File: src/rtl/aes_port_arbiter_pkg.sv
// ============================================================================
// Module : aes_arb_pkg
// Desc   : Shared types and AES core register map for the AES port arbiter.
// Rev    : 1.0
// ============================================================================
`default_nettype none

package aes_arb_pkg;

  typedef enum logic [0:0] {
    IDLE = 1'b0,
    OWN  = 1'b1
  } arb_state_t;

  localparam logic [7:0] AES_CTRL        = 8'h08;
  localparam logic [7:0] AES_STATUS      = 8'h09;
  localparam logic [7:0] AES_KEY_BASE    = 8'h10;
  localparam logic [7:0] AES_BLOCK_BASE  = 8'h20;
  localparam logic [7:0] AES_RESULT_BASE = 8'h30;

endpackage

`default_nettype wire

File: src/rtl/aes_port_arbiter_if.sv
// ============================================================================
// Module : aes_port_arbiter_if
// Desc   : Requester-side bundle of the AES port arbiter (flattened per-requester buses).
// Rev    : 1.0
// ============================================================================
`default_nettype none

interface aes_port_arbiter_if #(
  parameter int NREQ = 2
);
  localparam int IDX_W = (NREQ > 1) ? $clog2(NREQ) : 1;

  logic [NREQ-1:0]    req_i;
  logic [NREQ-1:0]    cs_i;
  logic [NREQ-1:0]    we_i;
  logic [8*NREQ-1:0]  addr_i;
  logic [32*NREQ-1:0] wdata_i;
  logic [NREQ-1:0]    gnt_o;
  logic [31:0]        rdata_o;
  logic [IDX_W-1:0]   owner_o;
  logic               busy_o;
  logic               timeout_o;

  modport master (
    output req_i, cs_i, we_i, addr_i, wdata_i,
    input  gnt_o, rdata_o, owner_o, busy_o, timeout_o
  );

  modport slave (
    input  req_i, cs_i, we_i, addr_i, wdata_i,
    output gnt_o, rdata_o, owner_o, busy_o, timeout_o
  );

endinterface

`default_nettype wire

File: src/rtl/aes_port_arbiter_rr_arb_pick.sv
// ============================================================================
// Module : rr_arb_pick
// Desc   : Combinational round-robin picker; searches ptr+1, ptr+2, ... modulo NREQ.
// Rev    : 1.0
// ============================================================================
`default_nettype none

module rr_arb_pick #(
  parameter int NREQ  = 2,
  parameter int IDX_W = 1
) (
  input  wire logic [NREQ-1:0]  req_i,
  input  wire logic [IDX_W-1:0] ptr_i,
  output logic                  valid_o,
  output logic [IDX_W-1:0]      idx_o
);

  localparam int               CW     = IDX_W + 1;
  localparam logic [CW-1:0]    c_nreq = CW'(NREQ);

  logic [CW-1:0] w_cand;

  // Walk offsets from farthest to nearest so the nearest set bit wins.
  always_comb begin
    valid_o = 1'b0;
    idx_o   = '0;
    w_cand  = '0;
    for (int i = NREQ; i >= 1; i--) begin
      w_cand = {1'b0, ptr_i} + CW'(i);
      if (w_cand >= c_nreq) begin
        w_cand = w_cand - c_nreq;
      end
      if (req_i[w_cand[IDX_W-1:0]]) begin
        valid_o = 1'b1;
        idx_o   = w_cand[IDX_W-1:0];
      end
    end
  end

endmodule

`default_nettype wire

File: src/rtl/aes_port_arbiter.sv
// ============================================================================
// Module : aes_port_arbiter
// Desc   : Lock-based round-robin sharing of the AES register port with hold watchdog.
// Rev    : 1.0
// ============================================================================
`default_nettype none

module aes_port_arbiter
  import aes_arb_pkg::*;
#(
  parameter int NREQ         = 2,
  parameter int IDLE_TIMEOUT = 256
) (
  input  wire logic           clk_i,
  input  wire logic           rst_ni,
  aes_port_arbiter_if.slave   bus,
  output logic                aes_cs,
  output logic                aes_we,
  output logic [7:0]          aes_address,
  output logic [31:0]         aes_write_data,
  input  wire logic [31:0]    aes_read_data
);

  localparam int          IDX_W     = (NREQ > 1) ? $clog2(NREQ) : 1;
  localparam logic [15:0] c_timeout = 16'(IDLE_TIMEOUT);
  localparam bit          c_wdog_en = (IDLE_TIMEOUT != 0);

  arb_state_t       r_state, w_state_nxt;
  logic [IDX_W-1:0] r_owner, w_owner_nxt;
  logic [IDX_W-1:0] r_ptr, w_ptr_nxt;
  logic [15:0]      r_wdog, w_wdog_nxt;
  logic [NREQ-1:0]  r_gnt, w_gnt_nxt;
  logic             w_timeout;
  logic             w_pick_valid;
  logic [IDX_W-1:0] w_pick_idx;
  logic             w_owner_req;
  logic [7:0]       w_addr  [NREQ];
  logic [31:0]      w_wdata [NREQ];

  for (genvar n = 0; n < NREQ; n++) begin : g_unpack
    assign w_addr[n]  = bus.addr_i[8*n +: 8];
    assign w_wdata[n] = bus.wdata_i[32*n +: 32];
  end

  rr_arb_pick #(
    .NREQ  (NREQ),
    .IDX_W (IDX_W)
  ) u_pick (
    .req_i   (bus.req_i),
    .ptr_i   (r_ptr),
    .valid_o (w_pick_valid),
    .idx_o   (w_pick_idx)
  );

  // Gating by the owner's own req drops an access issued on the release cycle.
  assign w_owner_req    = (r_state == OWN) && bus.req_i[r_owner];
  assign aes_cs         = w_owner_req && bus.cs_i[r_owner];
  assign aes_we         = aes_cs && bus.we_i[r_owner];
  assign aes_address    = aes_cs ? w_addr[r_owner]  : 8'h00;
  assign aes_write_data = aes_cs ? w_wdata[r_owner] : 32'h0;

  always_comb begin
    w_state_nxt = r_state;
    w_owner_nxt = r_owner;
    w_ptr_nxt   = r_ptr;
    w_wdog_nxt  = r_wdog;
    w_timeout   = 1'b0;
    case (r_state)
      IDLE: begin
        if (w_pick_valid) begin
          w_state_nxt = OWN;
          w_owner_nxt = w_pick_idx;
          w_wdog_nxt  = '0;
        end
      end
      OWN: begin
        if (!w_owner_req) begin
          w_state_nxt = IDLE;
          w_ptr_nxt   = r_owner;
        end else if (aes_cs) begin
          w_wdog_nxt  = '0;
        end else if (c_wdog_en && (r_wdog + 16'd1 == c_timeout)) begin
          w_state_nxt = IDLE;
          w_ptr_nxt   = r_owner;
          w_wdog_nxt  = '0;
          w_timeout   = 1'b1;
        end else begin
          w_wdog_nxt  = r_wdog + 16'd1;
        end
      end
      default: w_state_nxt = IDLE;
    endcase
    w_gnt_nxt = '0;
    if (w_state_nxt == OWN) begin
      w_gnt_nxt[w_owner_nxt] = 1'b1;
    end
  end

  always_ff @(posedge clk_i or negedge rst_ni) begin
    if (!rst_ni) begin
      r_state <= IDLE;
      r_owner <= '0;
      r_ptr   <= IDX_W'(NREQ - 1);
      r_wdog  <= '0;
      r_gnt   <= '0;
    end else begin
      r_state <= w_state_nxt;
      r_owner <= w_owner_nxt;
      r_ptr   <= w_ptr_nxt;
      r_wdog  <= w_wdog_nxt;
      r_gnt   <= w_gnt_nxt;
    end
  end

  assign bus.gnt_o     = r_gnt;
  assign bus.busy_o    = (r_state == OWN);
  assign bus.owner_o   = r_owner;
  assign bus.timeout_o = w_timeout;
  assign bus.rdata_o   = aes_read_data;

endmodule

`default_nettype wire

File: src/flat_wrapper.sv
// flat-port wrapper written by rule: the top's interface ports become plain ports
module aes_port_arbiter_flat import aes_arb_pkg::*;
#(
  parameter int NREQ         = 2,
  parameter int IDLE_TIMEOUT = 256
)
  (clk_i, rst_ni, aes_cs, aes_we, aes_address, aes_write_data, aes_read_data, bus_req_i, bus_cs_i, bus_we_i, bus_addr_i, bus_wdata_i, bus_gnt_o, bus_rdata_o, bus_owner_o, bus_busy_o, bus_timeout_o);
  aes_port_arbiter_if #(.NREQ(NREQ)) bus_i ();
  input  wire logic clk_i;
  input  wire logic rst_ni;
  output logic aes_cs;
  output logic aes_we;
  output logic [7:0] aes_address;
  output logic [31:0] aes_write_data;
  input  wire logic [31:0] aes_read_data;
  input wire logic [$bits(bus_i.req_i)-1:0] bus_req_i;
  input wire logic [$bits(bus_i.cs_i)-1:0] bus_cs_i;
  input wire logic [$bits(bus_i.we_i)-1:0] bus_we_i;
  input wire logic [$bits(bus_i.addr_i)-1:0] bus_addr_i;
  input wire logic [$bits(bus_i.wdata_i)-1:0] bus_wdata_i;
  output wire logic [$bits(bus_i.gnt_o)-1:0] bus_gnt_o;
  output wire logic [$bits(bus_i.rdata_o)-1:0] bus_rdata_o;
  output wire logic [$bits(bus_i.owner_o)-1:0] bus_owner_o;
  output wire logic [$bits(bus_i.busy_o)-1:0] bus_busy_o;
  output wire logic [$bits(bus_i.timeout_o)-1:0] bus_timeout_o;
  assign bus_i.req_i = bus_req_i;
  assign bus_i.cs_i = bus_cs_i;
  assign bus_i.we_i = bus_we_i;
  assign bus_i.addr_i = bus_addr_i;
  assign bus_i.wdata_i = bus_wdata_i;
  assign bus_gnt_o = bus_i.gnt_o;
  assign bus_rdata_o = bus_i.rdata_o;
  assign bus_owner_o = bus_i.owner_o;
  assign bus_busy_o = bus_i.busy_o;
  assign bus_timeout_o = bus_i.timeout_o;
  aes_port_arbiter #(.NREQ(NREQ), .IDLE_TIMEOUT(IDLE_TIMEOUT)) u_core (.clk_i(clk_i), .rst_ni(rst_ni), .bus(bus_i), .aes_cs(aes_cs), .aes_we(aes_we), .aes_address(aes_address), .aes_write_data(aes_write_data), .aes_read_data(aes_read_data));
endmodule
File: config.mk
export PLATFORM = sky130hd
export DESIGN_NAME = aes_port_arbiter_flat
export DESIGN_NICKNAME = d
export VERILOG_FILES = /design/src/rtl/aes_port_arbiter_pkg.sv /design/src/rtl/aes_port_arbiter_if.sv /design/src/rtl/aes_port_arbiter_rr_arb_pick.sv /design/src/rtl/aes_port_arbiter.sv /design/src/flat_wrapper.sv
export SDC_FILE = /design/constraint.sdc
export NUM_CORES = 1
export LEC_CHECK = 0
export ABC_CLOCK_PERIOD_IN_PS = 2300
export BUFFER_PORTS_ARGS = -buffer_cell sky130_fd_sc_hd__buf_2
export CELL_PAD_IN_SITES_DETAIL_PLACEMENT = 2
export CELL_PAD_IN_SITES_GLOBAL_PLACEMENT = 2
export CORE_MARGIN = 2
export CORE_UTILIZATION = 16
export DETAILED_ROUTE_END_ITERATION = 10
export PLACE_DENSITY_LB_ADDON = 0.3
export SYNTH_ARGS = -nofsm -noshare
export SYNTH_HDL_FRONTEND = slang
export SYNTH_HIERARCHICAL = 1
export SYNTH_SLANG_ARGS = --single-unit
File: constraint.sdc
create_clock -name clk_i -period 2.3 [get_ports clk_i]
set_input_delay 0.115 -clock clk_i [delete_from_list [all_inputs] [get_ports clk_i]]
set_output_delay 0.115 -clock clk_i [all_outputs]
set_load 0.01 [all_outputs]
==> results of run 1 <==
## per-stage QoR
stage / hold WS [ps] / utilization, % / instances
2_1_floorplan: -181 / - / 274
3_3_place_gp: 121 / 22.6 / 567
3_5_place_dp: 141 / 22.6 / 567
4_1_cts: 59.9 / 23.6 / 576
5_1_grt: 66.8 / 23.7 / 577
6_report: 62.8 / 23.7 / 578
## layout by cell type, fill, tap and decap left out, drive strengths merged, types with 3 or more instances in the layout
cell    Yosys  final
nand2      20     20
inv         4      4
nor4        3      3
nor3        4      4
clkbuf     13      3
nand3      10     10
or2         3      3
buf        36    171
nand4       8      8
a31oi       3      3
nor2       53     53
mux2i      44     44
or3         4      4
a21oi       5      5
dfrtp      20     20
o21ai      15     15
## area by class of cell
type / count / share of cell area, %
Multi-Input combinational cell: 200 / 41.9
Timing Repair Buffer: 172 / 31.0
Sequential cell: 21 / 16.9
Tap cell: 176 / 7.04
Clock buffer: 3 / 2.40
Inverter: 4 / 0.480
Clock inverter: 1 / 0.160
Antenna cell: 1 / 0.0800
## metal layers
| layer | wire (um) | vias to the layer above | global-route usage (%) |
|---|---|---|---|
| li1 | - | 1185 | - |
| met1 | 3480 | 1186 | 13.3 |
| met2 | 4620 | 85 | 23.2 |
| met3 | 764 | 10 | 4.75 |
| met4 | 68 | 0 | 2.13 |
| met5 | 0 | - | 0 |
## registers in the layout (all words and copies together) (netlist names)
signal / count
u_core/bus.busy_o: 1
u_core/bus.owner_o: 1
u_core/r_ptr: 1
u_core/r_wdog: 16
u_core/bus.gnt_o: 2
## worst max-delay path, stage by stage, from the launching register on
cell and delay (ps):
dfrtp_1 380, nand4_1 160, or4_4 570, a2111oi_4 350, buf_4 170, nor2_2 30, nor4_1 240, buf_2 180
## cells by family after synthesis
group	Yosys count
and+or+nand+nor	115
buffers and inverters	53
xor gates and xnor gates	3
adders and majority gates	1
DFF	21
muxes	45
AOI/OAI and AO/OA	36
## how the worst max path moves through the flow
| stage | endpoint | slack [ps] | cells past startpoint |
|---|---|---|---|
| floorplan | u_core/r_ptr | 40 | 7 |
| global placement | u_core/r_ptr | 50 | 6 |
| detailed placement | u_core/r_ptr | -20 | 6 |
| CTS | bus_timeout_o | -190 | 7 |
| global route | bus_timeout_o | -220 | 7 |
| finish | bus_timeout_o | -140 | 7 |
## what timing repair did
item / in CTS / in global routing
hold endpoints to repair: 20 / 0
cloned: 0 / 0
gates resized for setup: 1 / 2
buffers inserted: 4 / 1
hold buffers: 1 / 0
pin swaps: 2 / 2
endpoints found under the setup margin: 3 / 9
## power by group through the flow
stage	Clock, mW	Sequential (mW)	Combinational, mW
final	0.394	0.475	1.36
after global routing	0.418	0.484	1.51
after CTS	0.403	0.476	1.40
after detailed placement	0	0.487	1.35
after global placement	0	0.485	1.33
after floorplan	0	0.487	0.888
==> reports/results.ini, run 1 <==
[floorplan]
die_area_um2=14400
die_y_um=120
initial_core_util_pct=16.3
io_pins=199
coreArea_um2=13200
die_x_um=120
std_cell_rows=42

[logic_synthesis]
synth_edf_count=0
synth.area.top_cells=dfrtp_1, mux2i_1, buf_4
ys_types=43
synth-simple-area-share_pct=25.6
yosys-top-cells-count=nor2_1, mux2i_1, buf_4
synth_cells=274
syn_area_um2=2150
synth_mux_area_share_pct=21.0
avgSynthCellArea_um2=7.85
netlist.area_leader.share_pct=23.3
synth_most_common_cell=nor2_1
ys.flop_type=dfrtp_1
synth_top_family_by_area=simple AND/OR/NAND/NOR gates
ys_seq_area_share_pct=24.5
synth_fa_ha_area_share_pct=0.582
async_reset_ff_share_pct=100
ys_seq_elements=21
synth_compound_area_share_pct=12.0
synth_xor_area_share_pct=1.22
synth_top_cell_by_area=dfrtp_1
syn_nets=395
yosysWarnings=6

[grt]
grt_pass1_wl_um=14300
grt_start_max_net_pins=44
grt_antenna_before_repair=0
track_usage_pct=12.4
grt_pass1_vias=2831
overflow=0

[critical_path]
crit_fanout=3
worstSetupPathType=flop to output pin
r2r-start=u_core/r_wdog[0]
reg2reg_depth=7
startpoint=u_core/r_wdog[0]
cp-end-kind=output pin
crit_arrival_ps=2320
cp-start-kind=flop
required_ps=2180
rr_endpoint=u_core/r_ptr
r2r_slack_ps=-110

[cells_and_area]
drive_gt1_share_pct=46.9
area_growth_pct=45.5
nets=523
fin_area_um2=3130
seq_area_um2=528
multiInputGateArea_um2=1310
fillers=1575

[power]
powerDensity_nw_per_um2=712
internal_power_mw=1.26
p_comb_share_pct=61.0
sw_frac_of_total_pct=43.2
clkPwrFrac_pct=17.7
max-vdd-ir-drop_v=0.000277
p_leak_nw=1.65
seqPwrFrac_pct=21.3
power_mw=2.23
netSwitchingPower_mw=0.962

[cts]
h-tree-depth=1
clockBufferDepth=2
clockRootBuffer=clkbuf_16
numCtsBuffers=3
cts_tree=built
clk_latency_ps=260
numClockSinks=21
clk_pin_slew_ps=70

[drt]
ant_nets=0
drt_pass1_iterations=4
post-route-drc-count=0
wl_um=8930
drt_iter0_drc=66
vias=2466
via_per_inst=4.27
wl_per_cell_um=15.4

[worst_hold_path]
hold_end=u_core/r_ptr
hp-start=bus_req_i[1]
hold_class=input port to flop
holdPathStages=2

[timing]
hold_violations=0
rsz0062_at_grt=yes
worst_pin_slew_ps=690
fin_skew_ps=4.96
period_share_pct=106
setup_ws_ps=-136
relSlewSlack_pct=54.0
tns_ps=-362
finalSetupViolCount=4
post-route-min-period_ps=2440
fmax_ghz=0.411
drv_slew=0

[placement]
gp_congestion=0.779
io_buffers=134
dp_hpwl_um=7370
placed_cell_area_um2=2990
place_ws_ps=-21.8

[run_status]
outcome=finished with violations
violations=negative setup slack

[run]
cap_viol_max_count=0

No activity file was read; power rests on OpenSTA's default activity.
==> run 2: changes to the inputs <==
--- a/config.mk
+++ b/config.mk
@@ -5,12 +5,12 @@
 export SDC_FILE = /design/constraint.sdc
 export NUM_CORES = 1
 export LEC_CHECK = 0
+export ABC_AREA = 1
 export ABC_CLOCK_PERIOD_IN_PS = 2300
 export BUFFER_PORTS_ARGS = -buffer_cell sky130_fd_sc_hd__buf_2
 export CELL_PAD_IN_SITES_DETAIL_PLACEMENT = 2
 export CELL_PAD_IN_SITES_GLOBAL_PLACEMENT = 2
-export CORE_MARGIN = 2
-export CORE_UTILIZATION = 16
+export CORE_UTILIZATION = 14
 export DETAILED_ROUTE_END_ITERATION = 10
 export PLACE_DENSITY_LB_ADDON = 0.3
 export SYNTH_ARGS = -nofsm -noshare
==> run 2 against run 1 <==
Compared with the run above: the run now ends clean; synthesized cell count up 34%; non-clock buffer count down 27; flip-flop and latch count stayed put; via count grew 10%; wire length up 9.1%; global-route usage fell by 0.32 points; highest routed layer is now met5.
==> reports/results.ini, run 2 <==
[power]
netSwitchingPower_mw=1.18  ; +23%
powerDensity_nw_per_um2=788  ; +11%
p_comb_share_pct=61.8  ; +0.8 points
max-vdd-ir-drop_v=0.000303  ; +9.3%
power_mw=2.33  ; +4.9%
internal_power_mw=1.16  ; -8.6%
seqPwrFrac_pct=21.5  ; +0.2 points
p_leak_nw=1.57  ; -4.9%
clkPwrFrac_pct=16.7  ; -1.0 points
sw_frac_of_total_pct=50.5  ; +7.3 points

[floorplan]
die_area_um2=15900  ; +10%
std_cell_rows=44  ; +4.8%
initial_core_util_pct=14.6  ; -1.7 points
die_x_um=126  ; +5.1%
io_pins=199  ; unchanged
die_y_um=126  ; +5.1%
coreArea_um2=14800  ; +12%

[drt]
ant_nets=0  ; unchanged
via_per_inst=4.17  ; -2.4%
wl_um=9740  ; +9.1%
post-route-drc-count=0  ; unchanged
drt_pass1_iterations=4  ; unchanged
vias=2724  ; +10%
drt_iter0_drc=51  ; -23%
wl_per_cell_um=14.9  ; -3.6%

[logic_synthesis]
avgSynthCellArea_um2=5.85  ; -25%
synth_most_common_cell=nand2_1
synth_edf_count=0  ; unchanged
syn_area_um2=2150  ; +0.12%
synth_top_family_by_area=simple AND/OR/NAND/NOR gates
synth_mux_area_share_pct=0  ; -21 points
async_reset_ff_share_pct=100  ; unchanged
syn_nets=489  ; +24%
synth_xor_area_share_pct=0  ; -1.2 points
ys.flop_type=dfrtp_1
ys_types=24  ; -44%
yosys-top-cells-count=nand2_1, a21oi_1, buf_4
ys_seq_elements=21  ; unchanged
netlist.area_leader.share_pct=25.1  ; +1.8 points
synth_top_cell_by_area=nand2_1
synth_fa_ha_area_share_pct=0.581  ; -0.00068 points
ys_seq_area_share_pct=24.5  ; -0.028 points
synth_cells=368  ; +34%
synth_compound_area_share_pct=14.9  ; +2.8 points
synth.area.top_cells=nand2_1, dfrtp_1, buf_4
synth-simple-area-share_pct=40.3  ; +15 points
yosysWarnings=6  ; unchanged

[placement]
io_buffers=134  ; unchanged
gp_congestion=0.807  ; +3.6%
dp_hpwl_um=7810  ; +5.9%
placed_cell_area_um2=2800  ; -6.2%
place_ws_ps=106  ; +127 ps

[timing]
drv_slew=0  ; unchanged
fmax_ghz=0.471  ; +15%
setup_ws_ps=175  ; +311 ps
rsz0062_at_grt=no
period_share_pct=92.4  ; -14 points
post-route-min-period_ps=2130  ; -311 ps
fin_skew_ps=3.62  ; -1.34 ps
worst_pin_slew_ps=545  ; -145 ps
finalSetupViolCount=0  ; -4
tns_ps=0  ; +362 ps
relSlewSlack_pct=63.6  ; +9.7 points
hold_violations=0  ; unchanged

[cells_and_area]
drive_gt1_share_pct=36.6  ; -10 points
final_util_pct=20.1  ; -3.6 points
diodes=0  ; -1
seq_area_um2=527  ; -0.24%
nets=592  ; +13%
layout_common_cells=nand2_1, buf_2, a21oi_1, inv_1, dfrtp_1
area_growth_pct=37.6
largest_reg_flops=16  ; unchanged
final_common_cell=nand2_1
fin_area_um2=2960  ; -5.3%
top_register=u_core/r_wdog
fillers=1826  ; +16%
multiInputGateArea_um2=1240  ; -5.6%

[grt]
grt_antenna_before_repair=1  ; +1
track_usage_pct=12.1  ; -0.32 points
grt_pass1_wl_um=15400  ; +7.8%
overflow=0  ; unchanged
grt_start_max_net_pins=45  ; +2.3%
grt_pass1_vias=2982  ; +5.3%

[worst_hold_path]
hold_class=input port to output pin
holdPathStages=0  ; -2

[cts]
clk_latency_ps=260  ; about the same
clk_pin_slew_ps=60  ; about the same
clockBufferDepth=2  ; unchanged
cts_tree=built
h-tree-depth=1  ; unchanged
numClockSinks=21  ; unchanged
clockRootBuffer=clkbuf_16
numCtsBuffers=3  ; unchanged

[critical_path]
path_depth=10  ; +3
cp.buffers_inverters=3  ; +1
crit_arrival_ps=2010  ; -310 ps
crit_chain=buf_4 > nand3_2 > inv_2 > nand2_2 > nor2_1 > nor2_1 > nor2_2 > nand3_2 > nor3_4 > buf_2
crit_fanout=6  ; +3
reg2reg_depth=13  ; +6
cp-start-kind=flop
worstSetupPathType=flop to output pin
cp-end-kind=output pin
required_ps=2180  ; about the same
slowest_delay_ps=400  ; -170 ps
crit_slowest_cell=dfrtp_1
crit_family=simple AND/OR/NAND/NOR gates

[run_status]
outcome=complete, no violations

[run]
cap_viol_max_count=0  ; unchanged

run 2: logic make-up after synthesis:
| logic type | count (synthesis) |
|---|---|
| AO/OA/AOI/OAI | 61 |
| adder cells (fa/ha/maj) | 1 |
| buffers and inverters | 81 |
| flip-flops | 21 |
| AND/OR/NAND/NOR | 204 |
run 2: metal layers:
metal  vias up  routed length (um)  global-route usage, %
li1       1340                   -                      -
met1      1260                3790                   13.1
met2       106                5110                   23.0
met3        16                 737                   3.91
met4         2                  88                   2.13
met5         -                  10                      0
run 2: repair_timing:
action                                 4_1_cts  5_1_grt
hold buffers                                 1        0
gates resized for setup                      3       10
pin swaps                                    1        4
setup endpoints to repair                    1       42
cloned                                       0        0
setup buffers                                2        2
endpoints found under the hold margin       20        0
run 2: stage by stage:
stage	instances	hold WS (ps)
floorplan	368	-181
global route	654	230
detailed placement	645	146
finish	654	230
CTS	652	230
global placement	645	135
run 2: power groups by stage:
stage	Sequential, mW	Combinational (mW)	Clock (mW)
floorplan	0.499	0.891	0
global placement	0.510	1.41	0
detailed placement	0.516	1.44	0
CTS	0.501	1.48	0.408
global route	0.514	1.64	0.413
finish	0.502	1.44	0.389
run 2: final timing paths:
kind                                  endpoint  slack (ps)               from
max in group asynchronous         u_core/r_ptr        1550             rst_ni
min reg2reg                       u_core/r_ptr         470       u_core/r_ptr
min                            bus_rdata_o[15]         230  aes_read_data[15]
max                              bus_timeout_o         170   u_core/r_wdog[0]
min in group asynchronous     u_core/r_wdog[5]         370             rst_ni
max reg2reg                u_core/bus.gnt_o[0]         220   u_core/r_wdog[0]
run 2: layout make-up:
| cell class | count | share of cell area (%) |
|---|---|---|
| multi-input combinational | 266 | 41.8 |
| tap | 184 | 7.77 |
| inverter | 34 | 4.48 |
| sequential | 21 | 17.8 |
| timing repair buffer | 145 | 25.5 |
| clock buffer | 4 | 2.66 |
